File: src/rtl/fetch_unit_pkg.sv
// -----------------------------------------------------------------------------
// fetch_unit_pkg
//   Shared definitions for the instruction-fetch front end: the NOP encoding
//   used to fill an invalidated IF/ID slot, the default reset vector, the
//   fetch FSM state type and the sequential-PC helper.
// -----------------------------------------------------------------------------
package fetch_unit_pkg;

    // addi x0, x0, 0
    localparam logic [31:0] NOP_INSTR    = 32'h0000_0013;
    localparam logic [31:0] RESET_VECTOR = 32'h0000_0000;

    typedef enum logic [1:0] {
        F_REQ  = 2'd0,  // free to issue a request
        F_WAIT = 2'd1,  // one request outstanding, its data is wanted
        F_DROP = 2'd2   // one request outstanding, its data is wrong-path
    } fetch_state_t;

    // Sequential fetch address; wraps modulo 2^32.
    function automatic logic [31:0] pc_next(input logic [31:0] pc);
        return pc + 32'd4;
    endfunction

endpackage

File: src/rtl/fetch_unit_if_id_reg.sv
// -----------------------------------------------------------------------------
// if_id_reg
//   Pipeline register between fetch and decode. Priority flush > stall > load.
//   A flush invalidates the slot and parks a NOP in it. When neither stalled
//   nor loaded the slot turns into a bubble so decode never sees an
//   instruction twice.
//
//   clk, reset       : clock, synchronous active-low reset
//   i_flush          : invalidate the slot
//   i_stall          : keep the current contents
//   i_load           : capture i_instr / i_pc
//   i_instr, i_pc    : incoming instruction word and its address
//   o_instr, o_pc    : registered instruction and address
//   o_pc_plus4       : registered o_pc + 4
//   o_valid          : slot holds a live instruction
// -----------------------------------------------------------------------------
module if_id_reg
    import fetch_unit_pkg::*;
(
    input  logic        clk,
    input  logic        reset,
    input  logic        i_flush,
    input  logic        i_stall,
    input  logic        i_load,
    input  logic [31:0] i_instr,
    input  logic [31:0] i_pc,
    output logic [31:0] o_instr,
    output logic [31:0] o_pc,
    output logic [31:0] o_pc_plus4,
    output logic        o_valid
);

    logic [31:0] r_instr;
    logic [31:0] r_pc;
    logic [31:0] r_pc_plus4;
    logic        r_valid;

    always_ff @(posedge clk) begin
        if (!reset) begin
            r_valid    <= 1'b0;
            r_instr    <= NOP_INSTR;
            r_pc       <= 32'd0;
            r_pc_plus4 <= 32'd0;
        end else if (i_flush) begin
            r_valid <= 1'b0;
            r_instr <= NOP_INSTR;
        end else if (!i_stall) begin
            if (i_load) begin
                r_valid    <= 1'b1;
                r_instr    <= i_instr;
                r_pc       <= i_pc;
                r_pc_plus4 <= pc_next(i_pc);
            end else begin
                r_valid <= 1'b0;
            end
        end
    end

    assign o_instr    = r_instr;
    assign o_pc       = r_pc;
    assign o_pc_plus4 = r_pc_plus4;
    assign o_valid    = r_valid;

endmodule

File: src/rtl/fetch_unit.sv
// -----------------------------------------------------------------------------
// fetch_unit
//   Instruction-fetch front end. Owns the fetch PC, keeps at most one request
//   outstanding on the instruction-memory channel, parks a response that
//   arrives while decode is stalled in a one-entry hold buffer, and feeds the
//   IF/ID register.
//
//   clk, reset            : clock, synchronous active-low reset
//   stallF                : freeze the fetch PC, issue nothing new
//   stallD / flushD       : hold / invalidate the IF/ID register
//   branch_sig            : redirect fetch to branch_target
//   branch_target         : redirect address (word aligned)
//   imem_req_valid/ready  : request handshake, address on imem_req_addr
//   imem_resp_valid/data  : response, one per accepted request, >= 1 cycle later
//   instrD, pcD,
//   pc_plus4D, validD     : IF/ID register contents
//   imem_stall            : fetch could not deliver an instruction this cycle
// -----------------------------------------------------------------------------
module fetch_unit
    import fetch_unit_pkg::*;
#(
    parameter logic [31:0] RESET_PC = RESET_VECTOR
) (
    input  logic        clk,
    input  logic        reset,
    input  logic        stallF,
    input  logic        stallD,
    input  logic        flushD,
    input  logic        branch_sig,
    input  logic [31:0] branch_target,
    output logic        imem_req_valid,
    input  logic        imem_req_ready,
    output logic [31:0] imem_req_addr,
    input  logic        imem_resp_valid,
    input  logic [31:0] imem_resp_data,
    output logic [31:0] instrD,
    output logic [31:0] pcD,
    output logic [31:0] pc_plus4D,
    output logic        validD,
    output logic        imem_stall
);

    fetch_state_t r_state;
    fetch_state_t w_state_nxt;

    logic [31:0] r_pcF;
    logic [31:0] w_pcF_nxt;
    logic [31:0] r_req_pc;       // address of the outstanding request
    logic [31:0] w_req_pc_nxt;

    logic        r_hold_valid;
    logic        w_hold_valid_nxt;
    logic        w_hold_we;
    logic [31:0] r_hold_instr;
    logic [31:0] r_hold_pc;

    logic        w_req_raw;
    logic        w_req_valid;
    logic        w_load;
    logic [31:0] w_load_instr;
    logic [31:0] w_load_pc;

    // ---------------------------------------------------------------------
    // Next-state, request and IF/ID-load decisions
    // ---------------------------------------------------------------------
    always_comb begin
        w_state_nxt      = r_state;
        w_pcF_nxt        = r_pcF;
        w_req_pc_nxt     = r_req_pc;
        w_hold_valid_nxt = r_hold_valid;
        w_hold_we        = 1'b0;
        w_req_raw        = 1'b0;
        w_load           = 1'b0;
        w_load_instr     = imem_resp_data;
        w_load_pc        = r_req_pc;

        case (r_state)
            F_REQ: begin
                w_req_raw = ~stallF & ~r_hold_valid & ~branch_sig;
                // A parked instruction drains once decode frees up; a
                // redirect makes it wrong-path, so it is dropped instead.
                if (r_hold_valid && !stallD && !branch_sig) begin
                    w_load           = 1'b1;
                    w_load_instr     = r_hold_instr;
                    w_load_pc        = r_hold_pc;
                    w_hold_valid_nxt = 1'b0;
                end
            end
            F_WAIT: begin
                if (branch_sig) begin
                    // A response in the redirect cycle is simply discarded and
                    // nothing is left outstanding; otherwise the late one must
                    // be swallowed in DROP.
                    w_state_nxt = imem_resp_valid ? F_REQ : F_DROP;
                end else if (imem_resp_valid) begin
                    if (!stallD) begin
                        w_load    = 1'b1;
                        // Back-to-back request keeps 1 IPC with 1-cycle memory.
                        w_req_raw = ~stallF;
                    end else begin
                        w_hold_we        = 1'b1;
                        w_hold_valid_nxt = 1'b1;
                    end
                    w_state_nxt = F_REQ;
                end
            end
            F_DROP: begin
                if (imem_resp_valid) begin
                    w_state_nxt = F_REQ;
                end
            end
            default: begin
                w_state_nxt = F_REQ;
            end
        endcase

        // Nothing leaves the unit while reset is held, whatever the state.
        w_req_valid = w_req_raw & reset;

        if (w_req_valid && imem_req_ready) begin
            w_pcF_nxt    = pc_next(r_pcF);
            w_req_pc_nxt = r_pcF;
            w_state_nxt  = F_WAIT;
        end

        // Requests are masked during a redirect, so this never collides with
        // the handshake above.
        if (branch_sig) begin
            w_pcF_nxt        = branch_target;
            w_hold_valid_nxt = 1'b0;
        end
    end

    // ---------------------------------------------------------------------
    // FSM and fetch-side state
    // ---------------------------------------------------------------------
    always_ff @(posedge clk) begin
        if (!reset) begin
            r_state      <= F_REQ;
            r_pcF        <= RESET_PC;
            r_hold_valid <= 1'b0;
        end else begin
            r_state      <= w_state_nxt;
            r_pcF        <= w_pcF_nxt;
            r_hold_valid <= w_hold_valid_nxt;
        end
    end

    always_ff @(posedge clk) begin
        r_req_pc <= w_req_pc_nxt;
        if (w_hold_we) begin
            r_hold_instr <= imem_resp_data;
            r_hold_pc    <= r_req_pc;
        end
    end

    // ---------------------------------------------------------------------
    // IF/ID register
    // ---------------------------------------------------------------------
    if_id_reg u_if_id (
        .clk        (clk),
        .reset      (reset),
        .i_flush    (flushD),
        .i_stall    (stallD),
        .i_load     (w_load),
        .i_instr    (w_load_instr),
        .i_pc       (w_load_pc),
        .o_instr    (instrD),
        .o_pc       (pcD),
        .o_pc_plus4 (pc_plus4D),
        .o_valid    (validD)
    );

    assign imem_req_valid = w_req_valid;
    assign imem_req_addr  = r_pcF;
    assign imem_stall     = reset & (((r_state == F_WAIT) & ~imem_resp_valid) |
                                     (r_state == F_DROP) |
                                     (w_req_valid & ~imem_req_ready));

endmodule

File: config.mk
export PLATFORM = sky130hd
export DESIGN_NAME = fetch_unit
export DESIGN_NICKNAME = d
export VERILOG_FILES = /design/src/rtl/fetch_unit_pkg.sv /design/src/rtl/fetch_unit_if_id_reg.sv /design/src/rtl/fetch_unit.sv
export SDC_FILE = /design/constraint.sdc
export NUM_CORES = 1
export LEC_CHECK = 0
export BUFFER_PORTS_ARGS = -buffer_cell sky130_fd_sc_hd__buf_4
export CAP_MARGIN = 20
export CORE_MARGIN = 2
export CORE_UTILIZATION = 55
export CTS_BUF_LIST = sky130_fd_sc_hd__clkbuf_16
export CTS_CLUSTER_SIZE = 16
export DETAILED_ROUTE_END_ITERATION = 10
export PLACE_DENSITY = 0.8
export SETUP_SLACK_MARGIN = 0.2
export SKIP_CTS_REPAIR_TIMING = 1
export SLEW_MARGIN = 20
export SYNTH_ARGS = -nofsm -noshare
export SYNTH_HDL_FRONTEND = slang
export SYNTH_SLANG_ARGS = --single-unit
File: constraint.sdc
create_clock -name clk -period 8.5 [get_ports clk]
set_input_delay 1.275 -clock clk [delete_from_list [all_inputs] [get_ports clk]]
set_output_delay 1.275 -clock clk [all_outputs]
set_load 0.02 [all_outputs]
Yosys cells after proc, flatten, opt, wreduce, memory -nomap -nowiden
Index checks and enable logic that the tools add are counted.

cells by class
  add/sub/neg operators = 2
  equality and inequality tests = 6
  bitwise logic cells = 16
  reductions and logical operators = 14
  mux-type cells = 29

operators with widths
  operator               count
  $mux 32                6
  $add 32x3->32 const B  2
  $mux 1                 16
  $ne 2x2->1 const B     4
  $not 1->1              8
  $and 1x1->1            6
  $mux 2                 3
  $pmux 1 s2             3
  $pmux 2 s3             1
  $reduce_or 2->1        3
  $reduce_and 4->1       1
  $reduce_bool 2->1      2
  $logic_and 1x1->1      3
  $reduce_and 3->1       1
  $eq 2x1->1 const B     1
  $eq 2x2->1 const B     1
  $logic_not 1->1        2
  $logic_not 2->1        1
  $or 1x1->1             2
  $reduce_and 2->1       1

storage, ports and cells
  input bits = 72
  output and inout port bits = 131
  register bits after elaboration = 228
  word-level logic and storage cells = 78

Longest topological paths before layout
Gate-level depths: netlist of run 1.

  word-level depth = 9
  mapped depth = 16
  mapped depth without buffers = 11

Modules after synthesis
From an unflattened synthesis of run 1, not the netlist that was laid out.

second synthesis, totals
  cell total of the unflattened synthesis = 912
  area total of the unflattened synthesis = 9570.4 µm²

modules (own cells, without submodules)
  module      area an instance (µm²)  cells each  times used
  fetch_unit  5778.0                  443         1
  if_id_reg   3792.4                  469         1

Least setup slack after synthesis of run 1
Ideal clock, no wire load.

  kind = input port to flip-flop
  from = input port branch_sig
  to = register r_hold_instr[0], enable pin
  library setup time = 0.578 ns
  path slack = 1.506 ns
  data arrival time = 6.416 ns
  buffers on the path = 2
  stages = 3
  path through = clkbuf_1 > clkbuf_1 > nor3b_1

on the way
  longest elaborated chain between the ends = 2

ends and longest elaborated chain
  what                  line               source
  from (decl)           fetch_unit.sv:29   input logic branch_sig,
  $mux 1                fetch_unit.sv:90   if (branch_sig) begin
  $mux 1                fetch_unit.sv:77   case (r_state)
  net w_hold_we         fetch_unit.sv:53   logic w_hold_we;
  to (signal assigned)  fetch_unit.sv:152  r_hold_instr <= imem_resp_data;
  to (decl)             fetch_unit.sv:54   logic [31:0] r_hold_instr;

The timed path passes the listed nets, and every way through them passes these cells.
A chain may end at the register's enable or synchronous reset.

Worst setup path after layout of run 1
  from = input port branch_sig
  to = register u_if_id.r_pc_plus4[16], in the netlist u_if_id.o_pc_plus4[16]

on the way
  longest elaborated chain between the ends = 5
  elaborated cells on any way between the ends = 9

ends and longest elaborated chain
  what                  line                        source
  $logic_not 1->1       fetch_unit.sv:82            if (r_hold_valid && !stallD && !branch_sig) begin
  $logic_and 1x1->1     fetch_unit.sv:82
  $mux 32               fetch_unit.sv:82
  $mux 32               fetch_unit.sv:77
  net u_if_id.i_pc[2]   fetch_unit_if_id_reg.sv:26  input logic [31:0] i_pc,
  $add 32x3->32         fetch_unit_pkg.sv:21        return pc + 32'd4;
  to (signal assigned)  fetch_unit_if_id_reg.sv:52  r_pc_plus4 <= pc_next(i_pc);
  to (decl)             fetch_unit_if_id_reg.sv:35  logic [31:0] r_pc_plus4;

The timed path passes the listed nets, and every way through them passes these cells.

==> run metrics, run 1 <==
status completed; DRC 0; largest net degree at the start of global routing 75; final hold violation count 0; die area 0.0193 mm²; Final Max Slew Viols 0; drt pass-1 iters 5; vias per inst 6.12; port bufs roughly 200; Yosys top cell by area edfxtp_1; Layout area overhead 24.3%; die span in x 139 µm; Synth top cells by count 141 x nand2_1, 130 x dfxtp_1, 115 x nor2_1; Worst-path clk slew 0.06 ns; CTS Buf Count 24; critical path, cell by cell buf_4 > nand4bb_4 > buf_4 > nand2_1 > nand2_1 > ha_1 > inv_1 > or4_1 > and2_4 > o311ai_0 > o311ai_1; Post-Syn Nets between 1000 and 1500; setup TNS 0 ns; DR WL/cell 18.2 µm; Via Count 8732; Worst setup SP type input port; clk buf depth 3; HP Class flop to flop; power per cell area 191 mW/mm²; syn avg cell area 9.87 µm²; Least-Margin Pin Slew slightly above 1 ns; area of the core 0.0179 mm²; sequential element share of the synthesized area 0.548; Placer Congestion a little over 0.9; critical path fanouts, max 64; asr flop ratio synth 0; Detailed Route Iter0 Violations 861; CP arrival 4.47 ns; Max rail drop VDD 0.185 mV; number of flops mapped to enable cells by yosys 96; final WL 26.0 mm; Synth top area share 0.288; Nets between 1000 and 1500; multi-input logic area 0.00421 mm²; CTS tree built; # clock sinks between 200 and 250; predominant post-synthesis flop cell dfxtp_1; Final min period 4.11 ns; Row Count 49; critical path's top delay family simple AND/OR/NAND/NOR gates; vias in the first global route 8184; Total Routing Usage GR 0.259; die height roughly 140 µm; Synth cell types 66; Mapped Cells ~1000; Initial Util 0.559; Synth Warn # 0; register area 0.00549 mm²; CP max stage delay 0.60 ns; RSZ-0062 raised after global routing no; Fmax 0.244 GHz; initial antenna violation count 0; final worst-path cycle share 0.483; grt ovf 0; first-pass GRT wire length 41.7 mm; placed cell areas 0.0116 mm²; largest cells by area after synthesis edfxtp_1 29%, dfxtp_1 26%, nand2_1 5.3%; fill cell count 1351; Post-DP HPWL 17.3 mm; WS Path Type input port to flop; most frequent cell after synthesis nand2_1; Layout Skew 0.00933 ns; Worst Path Buf+Inv 3; synthesized area roughly 0.01 mm²; Leakage around 4.5 nW; ANT nets after route 0; clock root cell clkbuf_16; Required @ worst endpoint 8.87 ns; Worst slew margin 0.327; Max-Cap Viols 0; clock latency on the worst-skew pair just over 0.5 ns; final instance area 0.0124 mm²; Ports between 200 and 250; crit end category flop; slowest CP cell buf_4; Ant. Diodes 0; Yosys reg bits 226; layout cells sized above 1 0.226; H-tree levels 1; final setup fails 0
logic make-up after synthesis:
group	count (synthesis)	synth area share
compound gates	207	0.146
xor+xnor	16	0.0140
fa+ha+maj	5	0.00625
buf+inv	79	0.0339
flops	226	0.548
mux	37	0.0374
simple gates	443	0.214
per-layer routing:
metal | part of all wire | GRT usage | up-vias
met5 | 0 | 0 | -
met4 | 0.020 | 0.0750 | 0
met3 | 0.098 | 0.0559 | 44
met2 | 0.45 | 0.406 | 471
met1 | 0.43 | 0.365 | 4073
li1 | - | - | 4144
flip-flops by register name, summed over array words and instances, names as in the netlist:
name                count
r_hold_instr           32
r_hold_pc              32
u_if_id.o_instr        32
u_if_id.o_valid         1
r_req_pc               32
r_state                 2
u_if_id.o_pc           30
r_hold_valid            1
u_if_id.o_pc_plus4     32
imem_req_addr          32
worst register-to-register path, stage by stage, from the launching register on:
cell and delay (ns):
dfxtp_1 0.35, inv_1 0.07, ha_1 0.32, nand4bb_4 0.14, buf_4 0.60, nand2_1 0.21, nand2_1 0.12, ha_1 0.25
inv_1 0.10, or4_1 0.58, and2_4 0.19, o311ai_0 0.41, o311ai_1 0.16
final cells by class:
cell class                      instances  share of cell area
Timing Repair Buffer                  209               0.126
Multi-Input combinational cell        708               0.339
Clock buffer                           27              0.0543
Tap cell                              229              0.0230
Inverter                               11             0.00332
Clock inverter                         17              0.0135
Sequential cell                       226               0.441
per-stage QoR:
step | total power, mW | cells | util | setup slack [ns] | hold slack, ns
3_3_place_gp | 1.31 | 1383 | 0.647 | 4.11 | 0.440
5_1_grt | 2.45 | 1427 | 0.695 | 4.17 | 0.467
4_1_cts | 2.39 | 1427 | 0.694 | 4.43 | 0.457
2_1_floorplan | 1.25 | 1013 | - | 1.51 | 0.426
3_5_place_dp | 1.31 | 1383 | 0.647 | 3.97 | 0.445
6_report | 2.38 | 1427 | 0.695 | 4.39 | 0.450
worst paths after layout:
path / start / end / slack, ns / cells past startpoint
setup / recovery: branch_sig / u_if_id.o_pc_plus4[16]$_SDFFE_PN0P_ / 4.39 / 11
hold / removal: r_req_pc[1]$_DFFE_PP_ / r_hold_pc[1]$_DFFE_PP_ / 0.45 / 0
setup reg to reg: r_state[0]$_SDFFE_PN0P_ / u_if_id.o_pc_plus4[16]$_SDFFE_PN0P_ / 4.85 / 12
hold reg to reg: r_req_pc[1]$_DFFE_PP_ / r_hold_pc[1]$_DFFE_PP_ / 0.45 / 0
power by group:
part / total, mW / internal (mW) / switching [mW]
clock network: 1.09 / 0.664 / 0.426
logic: 0.122 / 0.0525 / 0.0700
registers: 1.17 / 1.15 / 0.0230
total: 2.38 / 1.86 / 0.519
cells in the final DEF (no fill, tap or decap), types with 16 or more instances in the layout:
master / count
a311oi_1: 36
a211oi_1: 20
nor4_1: 16
a21oi_1: 37
mux2i_1: 34
edfxtp_1: 96
nand3_1: 76
dfxtp_1: 130
buf_4: 209
nand2_1: 140
o21ai_0: 30
clkbuf_16: 27
nand4_1: 25
nor2_1: 115
Power figures use the tool's default switching activity.
==> run 2, diff against run 1 <==
--- a/config.mk
+++ b/config.mk
@@ -8,11 +8,11 @@
 export BUFFER_PORTS_ARGS = -buffer_cell sky130_fd_sc_hd__buf_4
 export CAP_MARGIN = 20
 export CORE_MARGIN = 2
-export CORE_UTILIZATION = 55
+export CORE_UTILIZATION = 50
 export CTS_BUF_LIST = sky130_fd_sc_hd__clkbuf_16
 export CTS_CLUSTER_SIZE = 16
 export DETAILED_ROUTE_END_ITERATION = 10
-export PLACE_DENSITY = 0.8
+export PLACE_DENSITY = 0.77
 export SETUP_SLACK_MARGIN = 0.2
 export SKIP_CTS_REPAIR_TIMING = 1
 export SLEW_MARGIN = 20
==> constraint.sdc (replaced) <==
create_clock -name clk -period 3.3 [get_ports clk]
set_input_delay 0.495 -clock clk [delete_from_list [all_inputs] [get_ports clk]]
set_output_delay 0.495 -clock clk [all_outputs]
set_load 0.02 [all_outputs]
==> run 2 against run 1 <==
Against the previous run:
- total power up 150%
- register-to-register slack worse by 4.5 ns
- non-clock buffer count up 14
==> run metrics, run 2 (synthesis results as in run 1) <==
Worst setup SP type flop; crit end category flop; setup TNS 0 ns (unchanged); multi-input logic area 0.00423 mm² (+0.42%); Worst-path clk slew 0.06 ns (about the same); Ant. Diodes 0 (unchanged); Layout Skew 0.00684 ns (-0.00249 ns); Leakage 4.60 nW (+1.1%); Fmax 0.344 GHz; die area 0.0212 mm² (+9.7%); CP arrival 3.28 ns (-1.19 ns); clk buf depth 3 (unchanged); Min Hold Slack 0.169 ns (-0.282 ns); Final Max Slew Viols 0 (unchanged); register area 0.00549 mm² (unchanged); Required @ worst endpoint 3.67 ns (-5.20 ns); port bufs 202 (unchanged); Layout area overhead 25.3%; Initial Util 0.512 (-0.0465); first-pass GRT wire length 42.4 mm (+1.8%); initial antenna violation count 0 (unchanged); Finished Layout Cells 1477 (+3.5%); most common cell after layout, fill and taps aside buf_4; drt pass-1 iters 6 (+1); CTS tree built; Final min period between 2 and 3 ns; critical path fanouts, max 9 (-86%); largest net degree at the start of global routing 70 (-6.7%); area of the core 0.0195 mm² (+9.1%); final worst-path cycle share 0.881; vias per inst 5.84 (-4.6%); Max-Cap Viols 0 (unchanged); Placer Congestion 0.909 (-2.2%); fill cell count 1608 (+19%); ANT nets after route 0 (unchanged); vias in the first global route 8002 (-2.2%); grt ovf 0 (unchanged); most frequent cells in the layout 223 x buf_4, 141 x nand2_1, 130 x dfxtp_1; DP Cell Count 1433 (+3.6%); # clock sinks 226 (unchanged); final instance area 0.0125 mm² (+0.79%); power per cell area 474 mW/mm² (+150%); Nets 1271 (+1.1%); CTS Buf Count 24 (unchanged); status completed; DRC 0 (unchanged); placed cell areas 0.0117 mm² (+1.4%); clock root cell clkbuf_16; Ports 203 (unchanged); final setup fails 0 (unchanged); Row Count 51 (+4.1%); Worst slew margin 0.473 (+0.146); Detailed Route Iter0 Violations 647 (-25%); Max rail drop VDD 0.296 mV (+60%); WS Path Type flop to flop; Least-Margin Pin Slew 0.790 ns (-0.218 ns); Via Count 8620 (-1.3%); total chip power 5.94 mW (+150%); die span in x 145 µm (+4.7%); Reg2Reg Setup Slack 0.39 ns (-4.46 ns); HP Class input port to flop; final hold violation count 0 (unchanged); die height 145 µm (+4.7%); DR WL/cell 17.6 µm (-3.2%); H-tree levels 1 (unchanged); clock latency on the worst-skew pair 0.51 ns (about the same); final WL 26.0 mm (+0.18%); Total Routing Usage GR 0.240 (-0.0184); layout cells sized above 1 0.233 (+0.00646); Post-DP HPWL 17.8 mm (+3.1%); RSZ-0062 raised after global routing no
## run 2: cell count changes in the layout (fill, tap and decap cells not counted), moves of 2 or more
| cell | before | now |
|---|---|---|
| clkbuf_16 | 27 | 25 |
| clkinv_4 | 1 | 3 |
| buf_4 | 209 | 223 |
| inv_1 | 11 | 13 |
| ha_1 | 5 | 3 |
| clkinv_1 | 2 | 4 |
## run 2: metrics by stage
stage	setup slack (ns)	util
floorplan	0.211	-
global placement	0.445	0.602
detailed placement	0.280	0.602
CTS	0.279	0.641
global route	0.245	0.642
finish	0.393	0.642
## run 2: cell type report
| cell class | count | area share |
|---|---|---|
| sequential | 226 | 0.438 |
| multi-input combinational | 708 | 0.337 |
| timing repair buffer | 223 | 0.134 |
| clock buffer | 25 | 0.0499 |
| tap | 265 | 0.0265 |
| clock inverter | 19 | 0.0119 |
| inverter | 11 | 0.00329 |
## run 2: metal layers
metal  routed length (µm)  GRT usage  up-vias
met5                    0          0        -
met4                  354     0.0544        0
met3                 2080     0.0439       27
met2                11700      0.370      393
met1                11900      0.354     4020
li1                     -          -     4180
## run 2: worst paths after layout
| path | startpoint | to | depth (start not counted) |
|---|---|---|---|
| hold reg to reg | u_if_id.o_pc_plus4[4]$_SDFFE_PN0P_ | u_if_id.o_pc_plus4[4]$_SDFFE_PN0P_ | 2 |
| hold / removal | imem_resp_data[8] | r_hold_instr[8]$_DFFE_PP_ | 1 |
| setup / recovery | r_state[0]$_SDFFE_PN0P_ | u_if_id.o_pc_plus4[22]$_SDFFE_PN0P_ | 11 |
| setup reg to reg | r_state[0]$_SDFFE_PN0P_ | u_if_id.o_pc_plus4[22]$_SDFFE_PN0P_ | 11 |
## run 2: worst max-delay path, cell delays in order (launching register included)
cell and delay [ns]:
dfxtp_1 0.32, inv_1 0.13, ha_4 0.22, and4bb_4 0.28, nand2_1 0.06, nand2_1 0.10
ha_2 0.25, inv_1 0.09, or4_1 0.59, and2_4 0.20, o311ai_0 0.37, o311ai_1 0.15
## run 2: power breakdown
part           total [mW]  internal [mW]  switching [mW]
Combinational       0.318          0.139           0.178
Sequential           3.01           2.95          0.0578
Clock                2.61           1.53            1.08
Total                5.94           4.62            1.32
